===== src/rtl/vram_responder.sv =====
// rtl/vram_responder.sv - chroni video-read responder with CPU port arbitration onto one VRAM
module vram_responder #(
  parameter int RAM_AW        = 16,
  parameter int RAM_LATENCY   = 1,
  parameter int MAX_VID_BURST = 4
) (
  input  logic              vga_clk,
  input  logic              reset,
  input  logic [12:0]       vid_addr,
  input  logic [7:0]        vid_addr_page,
  input  logic              vid_rd_req,
  output logic              vid_rd_ack,
  output logic [7:0]        vid_data,
  input  logic [20:0]       cpu_addr,
  input  logic              cpu_req,
  input  logic              cpu_we,
  input  logic [7:0]        cpu_wdata,
  output logic [7:0]        cpu_rdata,
  output logic              cpu_ack,
  output logic              ram_en,
  output logic              ram_we,
  output logic [RAM_AW-1:0] ram_addr,
  output logic [7:0]        ram_wdata,
  input  logic [7:0]        ram_rdata
);

  localparam int SW = $clog2(MAX_VID_BURST + 1);
  localparam int LW = $clog2(RAM_LATENCY + 1);

  typedef enum logic [2:0] {
    IDLE,
    VID_WAIT,
    VID_ACK,
    CPU_RD_WAIT,
    CPU_RD_ACK,
    CPU_WR_ACK
  } state_t;

  state_t          state, state_nxt;
  logic [LW-1:0]   wait_cnt, wait_nxt;
  logic [SW-1:0]   starv_cnt, starv_nxt;

  logic              vid_rd_ack_nxt, cpu_ack_nxt;
  logic [7:0]        vid_data_nxt, cpu_rdata_nxt;
  logic              ram_en_nxt, ram_we_nxt;
  logic [RAM_AW-1:0] ram_addr_nxt;
  logic [7:0]        ram_wdata_nxt;

  logic [20:0] vid_full;
  logic        cpu_wins;
  logic        wait_done;

  // {page, offset} wraps onto the RAM; bits above RAM_AW are deliberately dropped
  assign vid_full  = {vid_addr_page, vid_addr};
  assign cpu_wins  = cpu_req && (!vid_rd_req || (starv_cnt == SW'(MAX_VID_BURST)));
  assign wait_done = (wait_cnt == LW'(RAM_LATENCY));

  logic unused_hi_bits;
  assign unused_hi_bits = ^{vid_full[20:RAM_AW], cpu_addr[20:RAM_AW]};

  // Next-state, arbitration and registered-output values; requests are only looked at in IDLE
  always_comb begin
    state_nxt      = state;
    wait_nxt       = wait_cnt;
    starv_nxt      = starv_cnt;
    vid_rd_ack_nxt = 1'b0;
    cpu_ack_nxt    = 1'b0;
    vid_data_nxt   = vid_data;
    cpu_rdata_nxt  = cpu_rdata;
    ram_en_nxt     = 1'b0;
    ram_we_nxt     = 1'b0;
    ram_addr_nxt   = ram_addr;
    ram_wdata_nxt  = ram_wdata;

    case (state)
      IDLE: begin
        if (cpu_wins) begin
          starv_nxt    = '0;
          ram_en_nxt   = 1'b1;
          ram_addr_nxt = cpu_addr[RAM_AW-1:0];
          wait_nxt     = '0;
          if (cpu_we) begin
            // Writes finish in the strobe cycle itself, so the ack rides along with it
            ram_we_nxt    = 1'b1;
            ram_wdata_nxt = cpu_wdata;
            cpu_ack_nxt   = 1'b1;
            state_nxt     = CPU_WR_ACK;
          end else begin
            state_nxt = CPU_RD_WAIT;
          end
        end else if (vid_rd_req) begin
          ram_en_nxt   = 1'b1;
          ram_addr_nxt = vid_full[RAM_AW-1:0];
          wait_nxt     = '0;
          state_nxt    = VID_WAIT;
          if (cpu_req) begin
            if (starv_cnt != SW'(MAX_VID_BURST))
              starv_nxt = starv_cnt + SW'(1);
          end else begin
            starv_nxt = '0;
          end
        end else begin
          starv_nxt = '0;
        end
      end

      VID_WAIT: begin
        if (wait_done) begin
          vid_data_nxt   = ram_rdata;
          vid_rd_ack_nxt = 1'b1;
          state_nxt      = VID_ACK;
        end else begin
          wait_nxt = wait_cnt + LW'(1);
        end
      end

      CPU_RD_WAIT: begin
        if (wait_done) begin
          cpu_rdata_nxt = ram_rdata;
          cpu_ack_nxt   = 1'b1;
          state_nxt     = CPU_RD_ACK;
        end else begin
          wait_nxt = wait_cnt + LW'(1);
        end
      end

      // Ack cycles never sample: chroni moves its address on the ack edge
      VID_ACK, CPU_RD_ACK, CPU_WR_ACK: begin
        state_nxt = IDLE;
      end

      default: begin
        state_nxt = IDLE;
      end
    endcase
  end

  // State, counters and all outputs are registered; reset abandons any transaction in flight
  always_ff @(posedge vga_clk) begin
    if (reset) begin
      state      <= IDLE;
      wait_cnt   <= '0;
      starv_cnt  <= '0;
      vid_rd_ack <= 1'b0;
      vid_data   <= 8'h00;
      cpu_ack    <= 1'b0;
      cpu_rdata  <= 8'h00;
      ram_en     <= 1'b0;
      ram_we     <= 1'b0;
      ram_addr   <= '0;
      ram_wdata  <= 8'h00;
    end else begin
      state      <= state_nxt;
      wait_cnt   <= wait_nxt;
      starv_cnt  <= starv_nxt;
      vid_rd_ack <= vid_rd_ack_nxt;
      vid_data   <= vid_data_nxt;
      cpu_ack    <= cpu_ack_nxt;
      cpu_rdata  <= cpu_rdata_nxt;
      ram_en     <= ram_en_nxt;
      ram_we     <= ram_we_nxt;
      ram_addr   <= ram_addr_nxt;
      ram_wdata  <= ram_wdata_nxt;
    end
  end

endmodule


===== config.mk =====
export PLATFORM = sky130hd
export DESIGN_NAME = vram_responder
export DESIGN_NICKNAME = d
export VERILOG_FILES = /design/src/rtl/vram_responder.sv
export SDC_FILE = /design/constraint.sdc
export NUM_CORES = 1
export LEC_CHECK = 0
export ABC_CLOCK_PERIOD_IN_PS = 1900
export CORE_MARGIN = 3
export CORE_UTILIZATION = 40
export CTS_CLUSTER_DIAMETER = 60
export CTS_CLUSTER_SIZE = 12
export DETAILED_ROUTE_END_ITERATION = 12
export PLACE_DENSITY_LB_ADDON = 0.15
export SYNTH_ARGS = -nofsm -noshare
export SYNTH_HDL_FRONTEND = slang
export SYNTH_SLANG_ARGS = --single-unit

===== constraint.sdc =====
create_clock -name vga_clk -period 1.9 [get_ports vga_clk]
set_clock_uncertainty 0.05 [all_clocks]
set_input_delay 0.38 -clock vga_clk [delete_from_list [all_inputs] [get_ports vga_clk]]
set_output_delay 0.38 -clock vga_clk [all_outputs]
set_load 0.05 [all_outputs]

---- After elaboration in Yosys (flattened, before gate mapping) ----
Index checks and enable logic that the tools add are counted.
word-level totals
  register bits after elaboration ......... 51
  bits in latches ......................... 0
  RAM bits ................................ 0
  memory bits (read-only) ................. 0
  bits of input ports ..................... 63
  output and inout port bits .............. 44
  word-level logic and storage cells ...... 61
  memories ................................ 0
operators by class
  add/subtract/negate cells ............... 2
  multipliers ............................. 0
  divide/modulo/power cells ............... 0
  order comparisons ....................... 0
  equal/unequal tests ..................... 8
  shift-type cells ........................ 0
  mux-type cells .......................... 22
  bitwise operators ....................... 2
  reduce and logical (&&, ||, !) cells .... 16
operators with widths
  kind                   number
  $mux W16               2
  $mux W3                9
  $reduce_and A2 Y1      5
  $pmux W3 S3            1
  $mux W1                8
  $ne A3 B3 Y1 const B   2
  $reduce_and A3 Y1      2
  $reduce_or A2 Y1       3
  $ne A2 B2 Y1 const B   2
  $ne A4 B2 Y1 const B   1
  $pmux W1 S2            2
  $reduce_bool A2 Y1     2
  $add A3 B1 Y3 const B  1
  $eq A3 B1 Y1 const B   1
  $eq A3 B2 Y1 const B   1
  $eq A3 B3 Y1 const B   1
  $logic_not A3 Y1       1
  $not A1 Y1             2
  $add A1 B1 Y1 const B  1
  $logic_and A1 B1 Y1    1
  $logic_not A1 Y1       1
  $logic_or A1 B1 Y1     1

---- Logic depth before layout (Yosys ltp) ----
Gate-level depths: netlist (run 1).
  word-level depth ........................ 5
  depth in mapped cells ................... 7
  mapped depth without buffers ............ 5

---- Worst setup path before layout (run 1) ----
No wires, ideal clock.
  path type ............................... register -> register
  start point ............................. register state[0]
  end point ............................... register state[1]
  library setup time ...................... 0.086 ns
  arrival ................................. 1.441 ns
  required time ........................... 1.764 ns
  slack ................................... 0.322 ns
  stages on the path, launching flop included .. 5
  path buffers ............................ 1
  period minus slack after synthesis ...... 1.578 ns
  cells stage by stage .................... dfxtp_1 > buf_6 > or3_4 > or4_4 > a221oi_2
on the way
  longest elaborated chain between the ends .. 3
  elaborated cells between the ends (all ways) .. 8
  classes of those cells .................. 5 x eq/ne; 1 x mux; 2 x reduce/logical
RTL lines
  item                                                           RTL line  source
  start: declaration                                             39        state_t state, state_nxt;
  start signal: assignment                                       153       state <= state_nxt;
  $eq A3 B1 Y1, or another cell as far along                     75        case (state)
  $ne A2 B2 Y1 (no source line) or $ne A3 B3 Y1 (tied branches)  n/a
  $reduce_and A3 Y1 (no source line)                             n/a
Several ways; a longest one is shown, not always the timed one.
A chain may end at the register's enable or synchronous reset.

---- Worst setup path in the final report (run 1) ----
  start point ............................. register ram_we
  end point ............................... output ram_we
RTL lines
  item                      RTL line  source
  start: declaration        21        output logic ram_we,
  start signal: assignment  161       ram_we <= ram_we_nxt;
No word-level cell between the ends.

==> results of run 1 <==
==> cells by family (layout without fill, tap and decap cells) <==
family | Yosys count | in the layout
flops | 51 | 51
compound gates | 77 | 77
fa+ha+maj | 2 | 2
mux | 9 | 9
buf+inv | 28 | 124
simple gates | 92 | 92
==> cells in the mapped netlist (all sizes together), types with 3 or more instances <==
library cell | instances | area [um2]
nand2 | 36 | 135
inv | 3 | 11.3
mux2i | 9 | 90.1
o21ai | 17 | 85.1
nand2b | 17 | 106
a311oi | 16 | 140
nor2 | 6 | 22.5
buf | 9 | 52.6
nand3 | 16 | 80.1
clkbuf | 16 | 60.1
a21oi | 38 | 190
nand4 | 4 | 25.0
dfxtp | 51 | 1020
==> power by group through the flow <==
stage          combinational, W  clock [W]  sequential (W)
5_1_grt                0.000934   0.000843         0.00122
6_report               0.000873   0.000773         0.00120
2_1_floorplan          0.000291          0         0.00148
3_3_place_gp           0.000868          0         0.00123
4_1_cts                0.000878   0.000791         0.00120
3_5_place_dp           0.000875          0         0.00123
==> cell usage in the layout (no fill, tap or decap), drive strengths merged, types with 2 or more instances in the layout <==
| master | instances |
|---|---|
| nor3 | 2 |
| buf | 52 |
| a21oi | 38 |
| nor2 | 6 |
| dlymetal6s2s | 8 |
| clkdlybuf4s50 | 53 |
| inv | 3 |
| clkbuf | 6 |
| a21boi | 2 |
| nand4 | 4 |
| nand2b | 17 |
| or2 | 2 |
| nand4b | 2 |
| nand3 | 16 |
| o21ai | 17 |
| mux2i | 9 |
| a311oi | 16 |
| nand2 | 36 |
| dfxtp | 51 |
| ha | 2 |
==> per-layer routing <==
metal | vias up | routed length (um)
met3 | 4 | 333
met4 | 0 | 39
li1 | 1107 | -
met5 | - | 0
met2 | 54 | 2940
met1 | 1035 | 2540
==> flip-flops by register name, indices dropped and copies added (netlist names) <==
signal      count
vid_data        8
cpu_ack         1
state           3
vid_rd_ack      1
ram_addr       16
cpu_rdata       8
ram_wdata       8
ram_en          1
ram_we          1
starv_cnt       3
wait_cnt        1
==> metrics by stage <==
| step | setup slack [ns] | TNS, ns |
|---|---|---|
| after floorplan | 0.322 | 0 |
| after global placement | -0.230 | -4.37 |
| after detailed placement | -0.287 | -4.92 |
| after CTS | 0.00862 | 0 |
| after global routing | 0.00430 | 0 |
| final | 0.0680 | 0 |
==> worst max-delay path by stage <==
stage / slack (ns) / end
2_1_floorplan: 0.32 / state[1]
3_5_place_dp: -0.29 / ram_addr[15]
4_1_cts: 0.009 / ram_wdata[6]
6_report: 0.07 / ram_we
5_1_grt: 0.004 / ram_we
3_3_place_gp: -0.23 / ram_addr[1]
==> layout make-up <==
cell class,count,area (um2),share of cell area (%)
Multi-Input combinational cell,180,1070,32.0
Timing Repair Buffer,113,1030,30.9
Sequential cell,51,1020,30.6
Tap cell,70,87.6,2.62
Clock buffer,6,82.6,2.47
Clock inverter,2,35.0,1.05
Inverter,3,11.3,0.337
==> metrics.yaml, run 1 <==
setup_path:
  crit_chain: "clkdlybuf4s50_1"
  rr_startpoint: "state[0]"
  reg2reg_slack_ns: 0.21
  cp_slowest_stage_delay_ns: 0.79
  reg2reg_depth: 3
  path_depth: 1
  cp.arrival_ns: 1.40
  critPathBufInv: 1
  slowest_stage: "clkdlybuf4s50_1"
  start_kind: "flop"
  cp_top_family: "buffers and inverters"
  cp.required_ns: 1.47
  critPathLaunch: "ram_we"
  critPathMaxFanout: 1
  crit_type: "reg -> out"
  timing.rr.end: "ram_addr[15]"
  cp-end-kind: "output pin"
synth:
  yosysSeqAreaShare_pct: 46.3
  synthAdderAreaFrac_pct: 1.13
  synth_nets: 324
  synth_seq_cells: 51
  synth-main-ff-cell: "dfxtp_1"
  syn_avg_cell_area_um2: 8.52
  synth_simple_gate_area_share_pct: 21.7
  synth_warnings: 0
  syn_area_um2: 2210
  synth_cell_type_count: 32
  syn_inst: 259
  ys_async_sr_fraction_pct: 0
  synthMuxAreaShare_pct: 4.08
  synth-edff-count: 0
  synth-compound-area-share_pct: 21.3
  synth_top_family_by_area: "simple AND/OR/NAND/NOR gates"
  synth_xor_area_share_pct: 0
power_and_ir_drop:
  p_int_w: 0.00193
  netSwitchingFraction_pct: 32.3
  powerDensity_nw_per_um2: 854
  p_clk_share_pct: 27.1
  p_sw_w: 0.000921
  combPwrFrac_pct: 30.6
  pwr-share-seq_pct: 42.3
  ir_worst_vdd_mv: 0.494
  p_leak_nw: 1.39
  power_w: 0.00285
global_route:
  met3_usage_pct: 6.39
  use_met1_pct: 22.3
  grt_pass1_wl_um: 9520
  grt_pass1_vias: 2106
  antenna_found_initial: 0
  use_met2_pct: 31.5
  top_usage_layer: "met2"
  grt_max_degree: 33
  grt.total_usage_pct: 18.4
  overflow: 0
timing:
  period_needed_ns: 1.83
  relSlewSlack_pct: 55.5
  hold_viol_final: 0
  hold_ws_ns: 0.408
  setup_violations: 0
  fin_crit_sh_pct: 96.4
  fmax_ghz: 0.546
  drv_slew: 0
  tightest_slew_ns: 0.666
  rsz0062_at_grt: "no"
cts:
  cts_tree: "built"
  cts_buffers: 5
  cts-root-buf: "clkbuf_8"
  worstSkewPairLatency_ns: 0.30
  hold_buffers: 0
  cts_max_level: 2
  clock_path_buffers: 2
  clkTransAtPathRegs_ns: 0.09
  cts_setup_buffers: 0
  cts.sinks: 51
  cts_resized: 1
drt:
  num_vias: 2200
  via_per_inst: 5.18
  firstDrtPassIters: 4
  wl_per_cell_um: 13.8
  wl_um: 5860
  route.detailed.drc: 0
  drt_iter0_drc: 143
  postRouteAntennaNets: 0
die:
  core_area_um2: 5240
  io_pins: 107
  die-area_um2: 6440
  start_util_pct: 42.1
  die_width_um: 80.3
  num_rows: 26
  die_y_um: 80.3
hold_path:
  min_to: "vid_data[0]"
  min_from: "vid_data[0]"
  hold_path.class: "reg -> reg"
  hold_path_depth: 2
finish:
  nets: 419
  instances_no_fill: 425
  final_cell_area_um2: 3340
  drive_gt1_share_pct: 19.2
  diodes: 0
  final_util_pct: 63.7
  nFillCells: 462
  syn_to_final_growth_pct: 51.2
placed_design:
  hpwl_um: 4260
  dp_cells: 417
  io_buffers: 96
  place_congestion: 0.821
  placed_area_um2: 3200
flow_run:
  maxCapViolCount: 0
run_status:
  status: "finished clean"
Power figures use the tool's default switching activity.
==> run 2: changes to the inputs <==
--- a/config.mk
+++ b/config.mk
@@ -17 +17,2 @@
 export SYNTH_SLANG_ARGS = --single-unit
+export TNS_END_PERCENT = 10
--- a/constraint.sdc
+++ b/constraint.sdc
@@ -4,2 +4,2 @@
 set_output_delay 0.38 -clock vga_clk [all_outputs]
-set_load 0.05 [all_outputs]
+set_load 0.01 [all_outputs]
==> metrics.yaml, run 2 (synthesis gave the netlist of run 1 again) <==
placed_design:
  place_congestion: 0.821
  dp_cells: 418
  placed_area_um2: 3290
  hpwl_um: 4270
  io_buffers: 96
drt:
  num_vias: 2172
  wl_um: 6010
  route.detailed.drc: 0
  postRouteAntennaNets: 0
  drt_iter0_drc: 168
  wl_per_cell_um: 14.1
  via_per_inst: 5.10
  firstDrtPassIters: 4
global_route:
  grt_pass1_wl_um: 9820
  grt_pass1_vias: 2065
  antenna_found_initial: 0
  overflow: 0
  grt.total_usage_pct: 19.2
  grt_max_degree: 32
cts:
  cts_max_level: 2
  hold_buffers: 0
  cts.sinks: 51
  cts_setup_buffers: 0
  clock_path_buffers: 2
  cts-root-buf: "clkbuf_8"
  worstSkewPairLatency_ns: 0.30
  cts_tree: "built"
  cts_buffers: 5
  cts_resized: 1
  clkTransAtPathRegs_ns: 0.09
setup_path:
  cp.arrival_ns: 1.91
  start_kind: "input port"
  rr_startpoint: "state[0]"
  critPathBufInv: 2
  reg2reg_slack_ns: 0.20
  cp_top_family: "buffers and inverters"
  cp-end-kind: "flop"
  crit_type: "in -> reg"
  cp_slowest_stage_delay_ns: 0.50
  reg2reg_depth: 3
  critPathMaxFanout: 8
  timing.rr.end: "ram_addr[7]"
  crit_chain: "clkdlybuf4s50_1, buf_4, a21bo_2, and4_1, mux2i_1"
  slowest_stage: "and4_1"
  cp.required_ns: 2.08
run_status:
  status: "finished clean"
finish:
  nFillCells: 469
  syn_to_final_growth_pct: 53.2
  layout_common_cells: "clkdlybuf4s50_1, dfxtp_1, a21oi_1"
  diodes: 0
  final_common_cell: "clkdlybuf4s50_1"
  largest_register: "ram_addr"
  nets: 420
  instances_no_fill: 426
  final_cell_area_um2: 3380
  largest_register_ffs: 16
  drive_gt1_share_pct: 9.83
die:
  start_util_pct: 42.1
  io_pins: 107
  core_area_um2: 5240
  num_rows: 26
  die-area_um2: 6440
  die_width_um: 80.3
  die_y_um: 80.3
timing:
  relSlewSlack_pct: 56.4
  fmax_ghz: 0.580
  finalSetupTns_ns: 0
  drv_slew: 0
  rsz0062_at_grt: "no"
  tightest_slew_ns: 0.653
  setup_violations: 0
  period_needed_ns: 1.72
  hold_viol_final: 0
  fin_crit_sh_pct: 90.7
power_and_ir_drop:
  ir_worst_vdd_mv: 0.450
  powerDensity_nw_per_um2: 740
  p_leak_nw: 1.18
flow_run:
  maxCapViolCount: 0
hold_path:
  hold_path_depth: 2
  min_to: "vid_data[6]"
  hold_path.class: "reg -> reg"
  min_from: "vid_data[6]"
==> run 2: cell count changes in the layout (fill, tap and decap cells not counted) <==
| cell | previous run | this run |
|---|---|---|
| clkdlybuf4s50_1 | 53 | 95 |
| bufinv_16 | 1 | 0 |
| clkbuf_8 | 6 | 5 |
| buf_4 | 50 | 17 |
| dlymetal6s2s_1 | 8 | 0 |
| inv_6 | 0 | 1 |
| clkinv_2 | 1 | 2 |
==> run 2: worst register-to-register path: cells and delay by family (launching register included) <==
| family | cells | cell delay [ns] |
|---|---|---|
| AO/OA/AOI/OAI | 1 | 0.22 |
| flip-flops | 1 | 0.33 |
| AND/OR/NAND/NOR | 2 | 0.95 |
==> run 2: worst max path at each step <==
stage | from | to | slack, ns | cells after the start
2_1_floorplan | state[0] | state[1] | 0.32 | 4
3_3_place_gp | vid_rd_req | ram_addr[10] | -0.25 | 4
3_5_place_dp | vid_rd_req | ram_addr[7] | -0.31 | 4
4_1_cts | vid_rd_req | ram_wdata[2] | 0.17 | 5
5_1_grt | starv_cnt[0] | ram_addr[0] | 0.04 | 6
6_report | vid_rd_req | ram_wdata[2] | 0.18 | 5
==> run 2: power breakdown <==
group	switching (W)	total (W)	leakage, nW	internal [W]
registers	0.0000480	0.00120	0.417	0.00116
logic	0.000309	0.000681	0.716	0.000372
clock network	0.000356	0.000616	0.0483	0.000260
total	0.000713	0.00250	1.18	0.00179
==> run 2: cell type report <==
type | count | area (um2) | area share [%]
clock buffers | 5 | 68.8 | 2.04
multi-input cells | 180 | 1070 | 31.6
repair buffers | 114 | 1100 | 32.6
flip-flops and latches | 51 | 1020 | 30.2
inverters | 3 | 11.3 | 0.333
clock inverters | 3 | 18.8 | 0.555
well taps | 70 | 87.6 | 2.59
==> run 2: metal layers <==
metal	GRT usage [%]	vias to the layer above	part of all wire, %
li1	-	1110	-
met4	6.76	0	1.6
met1	23.6	993	44
met2	32.1	62	49
met3	5.16	7	6.0
met5	0	-	0
==> run 2: stage by stage <==
stage	worst slack, ns	util [%]	total power [W]	hold WS (ns)
global placement	-0.249	62.8	0.00189	0.391
CTS	0.175	64.5	0.00252	0.408
detailed placement	-0.308	62.8	0.00191	0.395
global route	0.0418	64.5	0.00264	0.421
floorplan	0.322	-	0.00155	0.399
finish	0.176	64.5	0.00250	0.406
